`config.mk`:
```
export PLATFORM = sky130hd
export DESIGN_NAME = data_c_pipe_sync_tap_flat
export DESIGN_NICKNAME = d
export VERILOG_FILES = /design/src/rtl/data_c_pipe_sync_tap_if.sv /design/src/rtl/data_c_pipe_sync_tap.sv /design/src/flat_wrapper.sv
export SDC_FILE = /design/constraint.sdc
export NUM_CORES = 1
export LEC_CHECK = 0
export ABC_AREA = 1
export BUFFER_PORTS_ARGS = -buffer_cell sky130_fd_sc_hd__buf_2
export CORE_ASPECT_RATIO = 1.1
export CORE_MARGIN = 2
export CORE_UTILIZATION = 40
export DETAILED_ROUTE_END_ITERATION = 6
export GPL_TIMING_DRIVEN = 1
export SYNTH_ARGS = -nofsm -noshare
export SYNTH_HDL_FRONTEND = slang
export SYNTH_SLANG_ARGS = --single-unit
```
`constraint.sdc`:
```
create_clock -name clock -period 2 [get_ports clock]
set_input_delay 0.4 -clock clock [delete_from_list [all_inputs] [get_ports clock]]
set_output_delay 0.4 -clock clock [all_outputs]
set_load 0.02 [all_outputs]
```
`src/rtl/data_c_pipe_sync_tap_if.sv`:
```
// Stream bundle for data_c_pipe_sync_tap: valid/ready handshake with data and sideband.
// master drives valid/data/side and samples ready; slave does the reverse.
interface data_c_pipe_sync_tap_if #(
   parameter int DSIZE = 32,
   parameter int SSIZE = 8
) ();
   logic             valid;
   logic             ready;
   logic [DSIZE-1:0] data;
   logic [SSIZE-1:0] side;

   modport master (
      output valid,
      output data,
      output side,
      input  ready
   );

   modport slave (
      input  valid,
      input  data,
      input  side,
      output ready
   );
endinterface

```
`src/rtl/data_c_pipe_sync_tap.sv`:
```
// LAT-stage valid/ready pipe carrying a per-beat sideband word, with every
// stage's occupancy and sideband exposed on tap outputs.
// Ports: clock, rst_n (async, active low), flush (sync clear),
//   in_bus (slave: valid/data/side in, ready out), out_bus (master),
//   tap_valid[LAT], tap_side[LAT], count = popcount of occupied stages.
// Optional: define DATA_C_PIPE_TAP_STALL_CNT_EN to add stall_cnt[15:0],
//   a saturating count of out_valid & !out_ready cycles, cleared by flush.
module data_c_pipe_sync_tap #(
   parameter int LAT   = 4,
   parameter int DSIZE = 32,
   parameter int SSIZE = 8,
   localparam int CW   = $clog2(LAT + 1)
) (
   input  logic                    clock,
   input  logic                    rst_n,
   input  logic                    flush,
   data_c_pipe_sync_tap_if.slave   in_bus,
   data_c_pipe_sync_tap_if.master  out_bus,
   output logic [LAT-1:0]          tap_valid,
   output logic [SSIZE-1:0]        tap_side [LAT],
`ifdef DATA_C_PIPE_TAP_STALL_CNT_EN
   output logic [15:0]             stall_cnt,
`endif
   output logic [CW-1:0]           count
);

   logic [LAT-1:0]   v;
   logic [DSIZE-1:0] d  [LAT];
   logic [SSIZE-1:0] s  [LAT];

   logic [LAT-1:0]   rdy;
   logic [LAT-1:0]   uv;
   logic [DSIZE-1:0] ud [LAT];
   logic [SSIZE-1:0] us [LAT];

   // Ready ripples back from the sink; an empty stage always accepts.
   always_comb begin
      logic r;
      r = out_bus.ready;
      for (int k = LAT - 1; k >= 0; k--) begin
         r      = !v[k] | r;
         rdy[k] = r;
      end
   end

   always_comb begin
      uv[0] = in_bus.valid;
      ud[0] = in_bus.data;
      us[0] = in_bus.side;
      for (int k = 1; k < LAT; k++) begin
         uv[k] = v[k-1];
         ud[k] = d[k-1];
         us[k] = s[k-1];
      end
   end

   always_ff @(posedge clock or negedge rst_n) begin
      if (!rst_n) begin
         v <= '0;
         for (int k = 0; k < LAT; k++) begin
            d[k] <= '0;
            s[k] <= '0;
         end
      end else if (flush) begin
         v <= '0;
      end else begin
         for (int k = 0; k < LAT; k++) begin
            if (rdy[k]) begin
               v[k] <= uv[k];
               if (uv[k]) begin
                  d[k] <= ud[k];
                  s[k] <= us[k];
               end
            end
         end
      end
   end

   // Recomputed from the valid bits every cycle so it can never drift.
   always_comb begin
      count = '0;
      for (int k = 0; k < LAT; k++)
         count = count + CW'(v[k]);
   end

   always_comb begin
      tap_valid = v;
      for (int k = 0; k < LAT; k++)
         tap_side[k] = s[k];
   end

   assign in_bus.ready  = rdy[0];
   assign out_bus.valid = v[LAT-1];
   assign out_bus.data  = d[LAT-1];
   assign out_bus.side  = s[LAT-1];

`ifdef DATA_C_PIPE_TAP_STALL_CNT_EN
   always_ff @(posedge clock or negedge rst_n) begin
      if (!rst_n)
         stall_cnt <= '0;
      else if (flush)
         stall_cnt <= '0;
      else if (v[LAT-1] && !out_bus.ready && stall_cnt != 16'hFFFF)
         stall_cnt <= stall_cnt + 16'd1;
   end
`endif

endmodule
```
`src/flat_wrapper.sv`:
```
// flat-port wrapper written by rule: the top's interface ports become plain ports
module data_c_pipe_sync_tap_flat 
#(
   parameter int LAT   = 4,
   parameter int DSIZE = 32,
   parameter int SSIZE = 8,
   localparam int CW   = $clog2(LAT + 1)
)
  (clock, rst_n, flush, tap_valid, tap_side, count, in_bus_valid, in_bus_data, in_bus_side, in_bus_ready, out_bus_valid, out_bus_data, out_bus_side, out_bus_ready);
  data_c_pipe_sync_tap_if #(.DSIZE(DSIZE), .SSIZE(SSIZE)) in_bus_i ();
  data_c_pipe_sync_tap_if #(.DSIZE(DSIZE), .SSIZE(SSIZE)) out_bus_i ();
  input  logic clock;
  input  logic rst_n;
  input  logic flush;
  output logic [LAT-1:0] tap_valid;
  output logic [SSIZE-1:0] tap_side[LAT];
  output logic [CW-1:0] count;
  input wire logic [$bits(in_bus_i.valid)-1:0] in_bus_valid;
  input wire logic [$bits(in_bus_i.data)-1:0] in_bus_data;
  input wire logic [$bits(in_bus_i.side)-1:0] in_bus_side;
  output wire logic [$bits(in_bus_i.ready)-1:0] in_bus_ready;
  output wire logic [$bits(out_bus_i.valid)-1:0] out_bus_valid;
  output wire logic [$bits(out_bus_i.data)-1:0] out_bus_data;
  output wire logic [$bits(out_bus_i.side)-1:0] out_bus_side;
  input wire logic [$bits(out_bus_i.ready)-1:0] out_bus_ready;
  assign in_bus_i.valid = in_bus_valid;
  assign in_bus_i.data = in_bus_data;
  assign in_bus_i.side = in_bus_side;
  assign in_bus_ready = in_bus_i.ready;
  assign out_bus_valid = out_bus_i.valid;
  assign out_bus_data = out_bus_i.data;
  assign out_bus_side = out_bus_i.side;
  assign out_bus_i.ready = out_bus_ready;
  data_c_pipe_sync_tap #(.LAT(LAT), .DSIZE(DSIZE), .SSIZE(SSIZE)) u_core (.clock(clock), .rst_n(rst_n), .flush(flush), .in_bus(in_bus_i), .out_bus(out_bus_i), .tap_valid(tap_valid), .tap_side(tap_side), .count(count));
endmodule
```
* Word-level counts from Yosys, hierarchy flattened *
Cells that the tools add are included.

cells by class
  $add $sub $neg = 3
  multiplexer cells = 5
  bitwise gates (word level) = 5
  reduce and logical (&&, ||, !) cells = 12

operator list
  operator              number
  AND reduction 3 bit   4
  nonzero test 2 bit    4
  adder 3 x 1 -> 3 bit  2
  zero test 1 bit       4
  2-to-1 mux 1 bit      4
  2-to-1 mux 4 bit      1
  bitwise OR 1 bit      4
  adder 1 x 1 -> 2 bit  1
  inverter 1 bit        1

storage, ports and cells
  bits in registers = 164
  output and inout port bits = 81
  word-level logic and storage cells = 37

* Depth between registers and ports, before layout *
  depth after elaboration = 7
  depth in mapped cells = 7
  gate-level depth less buffers = 6

* Worst setup path before layout *
No wires, ideal clock.

  path kind = register to output
  start = register u_core.v[1] (netlist: u_core.tap_valid[1])
  end = output port count[1]
  arrival time = 1.555 ns
  data required time = 1.600 ns
  slack = 0.045 ns
  cell stages (with the launch flop) = 4
  path buffers = 0
  cell sequence = dfrtp_1 -> ha_1 -> fa_1 -> ha_1

between the ends
  longest elaborated chain between the ends = 3

RTL lines
  element                            RTL line                    text
  from (decl)                        data_c_pipe_sync_tap.sv:27  logic [LAT-1:0] v;
  from (signal, indexed assignment)  data_c_pipe_sync_tap.sv:69  v[k] <= uv[k];
  adder 1 x 1 -> 2 bit               data_c_pipe_sync_tap.sv:83  count = count + CW'(v[k]);
  adder 3 x 1 -> 3 bit (2 in a row)  data_c_pipe_sync_tap.sv:83
  to (decl)                          flat_wrapper.sv:17          output logic [CW-1:0] count;

No other way between the ends.

* Final worst setup path *
Same ends and word-level chain as after synthesis.

==> results <==
- The clock-pin slew on the worst setup and hold paths is approximately 0.060 ns.
- Detailed placement ended at an HPWL of between 10,000 and 15,000 µm.
- The number of setup buffers added after CTS is 0.
- The synthesized design spends more area on one cell type than any other, namely dfrtp_1.
- STA classifies the critical path startpoint as a register.
- Dividing total power by cell area gives a power density of around 1200 nW/µm².
- Across all register-to-register paths, the minimum setup slack is around 0.49 ns.
- The width of the chip is approximately 130 µm.
- Setup repair after global routing could not meet its margin everywhere.
- The highest achievable clock rate is approximately 0.45 GHz.
- Global routing consumed, over all layers together, 18.4% of the routing resources.
- Counting every instance in the synthesized netlist gives approximately 750.
- The final number of hold-violating endpoints was 0.
- The total via count in the routed design is around 5,000.
- For this run, the number of Yosys warnings is 0.
- The number of global-route vias before repair is about 5,000.
- The initial utilization of the core area, before any placement, comes to 41.2%.
- For this run, design rule violations remaining after detail routing come to 0.
- The CTS sink count is approximately 160.
- STA puts the critical path data required time at 1.60 ns.
- The number of distinct library cells after synthesis is 20.
- The H-tree generated during clock tree synthesis spans 4 levels.
- Measured along the y axis, the die boundary spans ~140 µm.
- The worst hold slack after final layout is between 0.2 and 0.25 ns.
- For the worst-skew pair, the clock arrives at the later sink with an insertion delay of ~0.42 ns.
- The area share of the largest cell type after synthesis is just over 60%.
- The remaining number of nets flagged by the antenna check after routing is 0.
- In this run the static leakage power is between 4 and 5 nW.
- Counting tap cells, the placed design contains a total of around 1,000 instances.
- The post-layout utilization of the core is about 49%.
- The number of I/O pins is about 130.
- The type of the worst setup path is register to output port.
- Of the available clock period, the critical path in the final layout requires 111%.
- Data arrives at the worst endpoint at 1.81 ns.
- The largest fanout on the critical path is 2.
- Synthesis inferred roughly 160 register bits.
- The worst pin sits at a relative slew slack of a little under three quarters.
- The average wire per cell in the routed design is around 15 µm.
- The ratio of cells with drive above 1 in the final layout is a little under a quarter.
- The clock arrives with about 0.0052 ns of skew.
- Dividing the synthesized area by the synthesized cell count gives 9.09 µm².
- Max-cap violations in this run came to 0.
- The detail-routed via count per cell is between 4 and 5.
- The type of the worst min-delay path is input pin to register.
- After the first detailed-routing iteration, the DRC count stood at between 300 and 400.
- The maximum count of clock buffers along a single path is 2.
- After the last flow step, the layout net total stands at a little under 900.
- The final cell count without fillers is 1,042.
- The relative area change from synthesis to final layout is 18.9%.
- The clock tree root buffer cell is clkbuf_16.
- VDD sags by at most 0.611 mV.
- Setup violations remaining at the end of the flow were counted as 3.
- Summing all non-filler instances in the final layout gives an area of between 8000 and 9000 µm².
- The capturing element type of the critical path is an output port.
- The floorplan die area is between 15,000 and 20,000 µm².
- The checks that failed: setup timing.
- The instance area at placement is between 7000 and 8000 µm².
- The final worst-path setup slack is -0.214 ns.
- Global routing finished with a remaining overflow of 0.
- The congestion estimate from routability-driven global placement came to approximately 0.78.
- Clock tree synthesis inserted a total of 17 buffers.
- The antenna diode instance count is 0.
- The CTS tree is done.
- The first global-routing pass estimated roughly 26,000 µm of wire.
- Ranked by total cell area, the synthesized netlist is headed by dfrtp_1, nand2_1, nand3_1.
- Total power for the finished layout comes to 9.47 mW.
- The mapped netlist covers 6790 µm².
- The final layout contains routed wiring with a total length of 15,300 µm.
- The time the final worst path needs with I/O delays and setup is 2.21 ns.
- The count of final max-slew check failures is 0.
- Entering global routing, the biggest net connects 53 pins.
- The core region is between 15,000 and 20,000 µm².
- The total negative setup slack is -0.457 ns.
- Of the synthesized area, sequential elements account for between 60% and 70%.
- The iteration count of the initial detailed-routing pass is 4.
- The initial antenna violation count came to 0.
- The standard-cell row count is slightly below 50.
- The count of buffers from port buffering is roughly 130.
- The run finished, with violations left.
- Timing analysis after detailed placement gives a worst setup slack of ~0.13 ns.
- The slew at the pin closest to its max-slew limit is 0.436 ns.
- Synthesis produced a netlist with a net count of between 700 and 800.
==> path summary, 6_finish.rpt <==
kind	from	end	depth (start not counted)
max in group asynchronous	rst_n	u_core.d[60]	3
hold / removal	in_bus_side[3]	u_core.tap_side[27]	3
min in group asynchronous	rst_n	u_core.d[125]	2
setup / recovery	u_core.tap_valid[1]	count[1]	4
setup reg to reg	u_core.tap_valid[3]	u_core.d[59]	7
hold reg to reg	u_core.out_bus.data[16]	u_core.out_bus.data[16]	2
==> per-layer routing <==
metal | vias to the layer above | routed length, µm | track usage, % | part of all wire [%]
li1 | 2515 | - | - | -
met1 | 2326 | 7650 | 28.0 | 50
met2 | 115 | 6770 | 25.7 | 44
met3 | 11 | 730 | 4.55 | 4.8
met4 | 0 | 189 | 5.84 | 1.2
met5 | - | 0 | 0 | 0
==> logic make-up after synthesis <==
family	Yosys count	share of synthesized area [%]
and+or+nand+nor	452	28.1
DFF	164	60.4
buffers and inverters	104	9.01
AOI/OAI and AO/OA	24	1.77
adders and majority gates	3	0.663
==> synthesized netlist by cell type, drive strengths merged <==
cell type  count
a21oi         14
nand4          1
o21ai         10
inv           16
dfrtp        164
nand2        295
nand3        141
nor2          15
clkbuf        10
fa             1
ha             2
buf           78
==> layout make-up <==
type	instances	area, µm²
inverters	16	60.1
multi-input cells	479	2110
flip-flops and latches	164	4100
clock buffers	22	474
fillers	1566	8420
repair buffers	149	896
well taps	204	255
clock inverters	8	174
==> layout by cell type, fill, tap and decap left out, drive strengths merged <==
| cell | netlist | routed |
|---|---|---|
| a21oi | 14 | 14 |
| buf | 78 | 148 |
| bufinv | 0 | 5 |
| clkbuf | 10 | 22 |
| clkinv | 0 | 1 |
| clkinvlp | 0 | 2 |
| dfrtp | 164 | 164 |
| dlygate4sd3 | 0 | 1 |
| fa | 1 | 1 |
| ha | 2 | 2 |
| inv | 16 | 16 |
| nand2 | 295 | 295 |
| nand3 | 141 | 141 |
| nand4 | 1 | 1 |
| nor2 | 15 | 15 |
| o21ai | 10 | 10 |
==> state kept, by name, summed over array words and instances (netlist names) <==
register             flops
u_core.d                96
u_core.out_bus.data     32
u_core.out_bus.side      8
u_core.tap_side         24
u_core.tap_valid         4
==> report_power, final <==
| part | total, mW | switching, mW | internal [mW] | leakage [nW] |
|---|---|---|---|---|
| logic | 1.56 | 1.01 | 0.553 | 2.09 |
| clock network | 3.56 | 1.26 | 2.30 | 0.309 |
| registers | 4.34 | 0.397 | 3.95 | 2.10 |
| total | 9.47 | 2.67 | 6.80 | 4.50 |
==> critical path, cell delays in order (launching register included) <==
cell	delay, ns
dfrtp_1	0.41
ha_4	0.25
fa_2	0.36
ha_4	0.28
buf_6	0.10
==> repair_timing <==
action                                  in CTS  in global routing
hold endpoints to repair                    40                  0
hold buffers                                 1                  0
endpoints found under the setup margin       3                  4
pin swaps                                    2                  1
gates resized for setup                      9                  1
(Power assumes the default switching activity.)
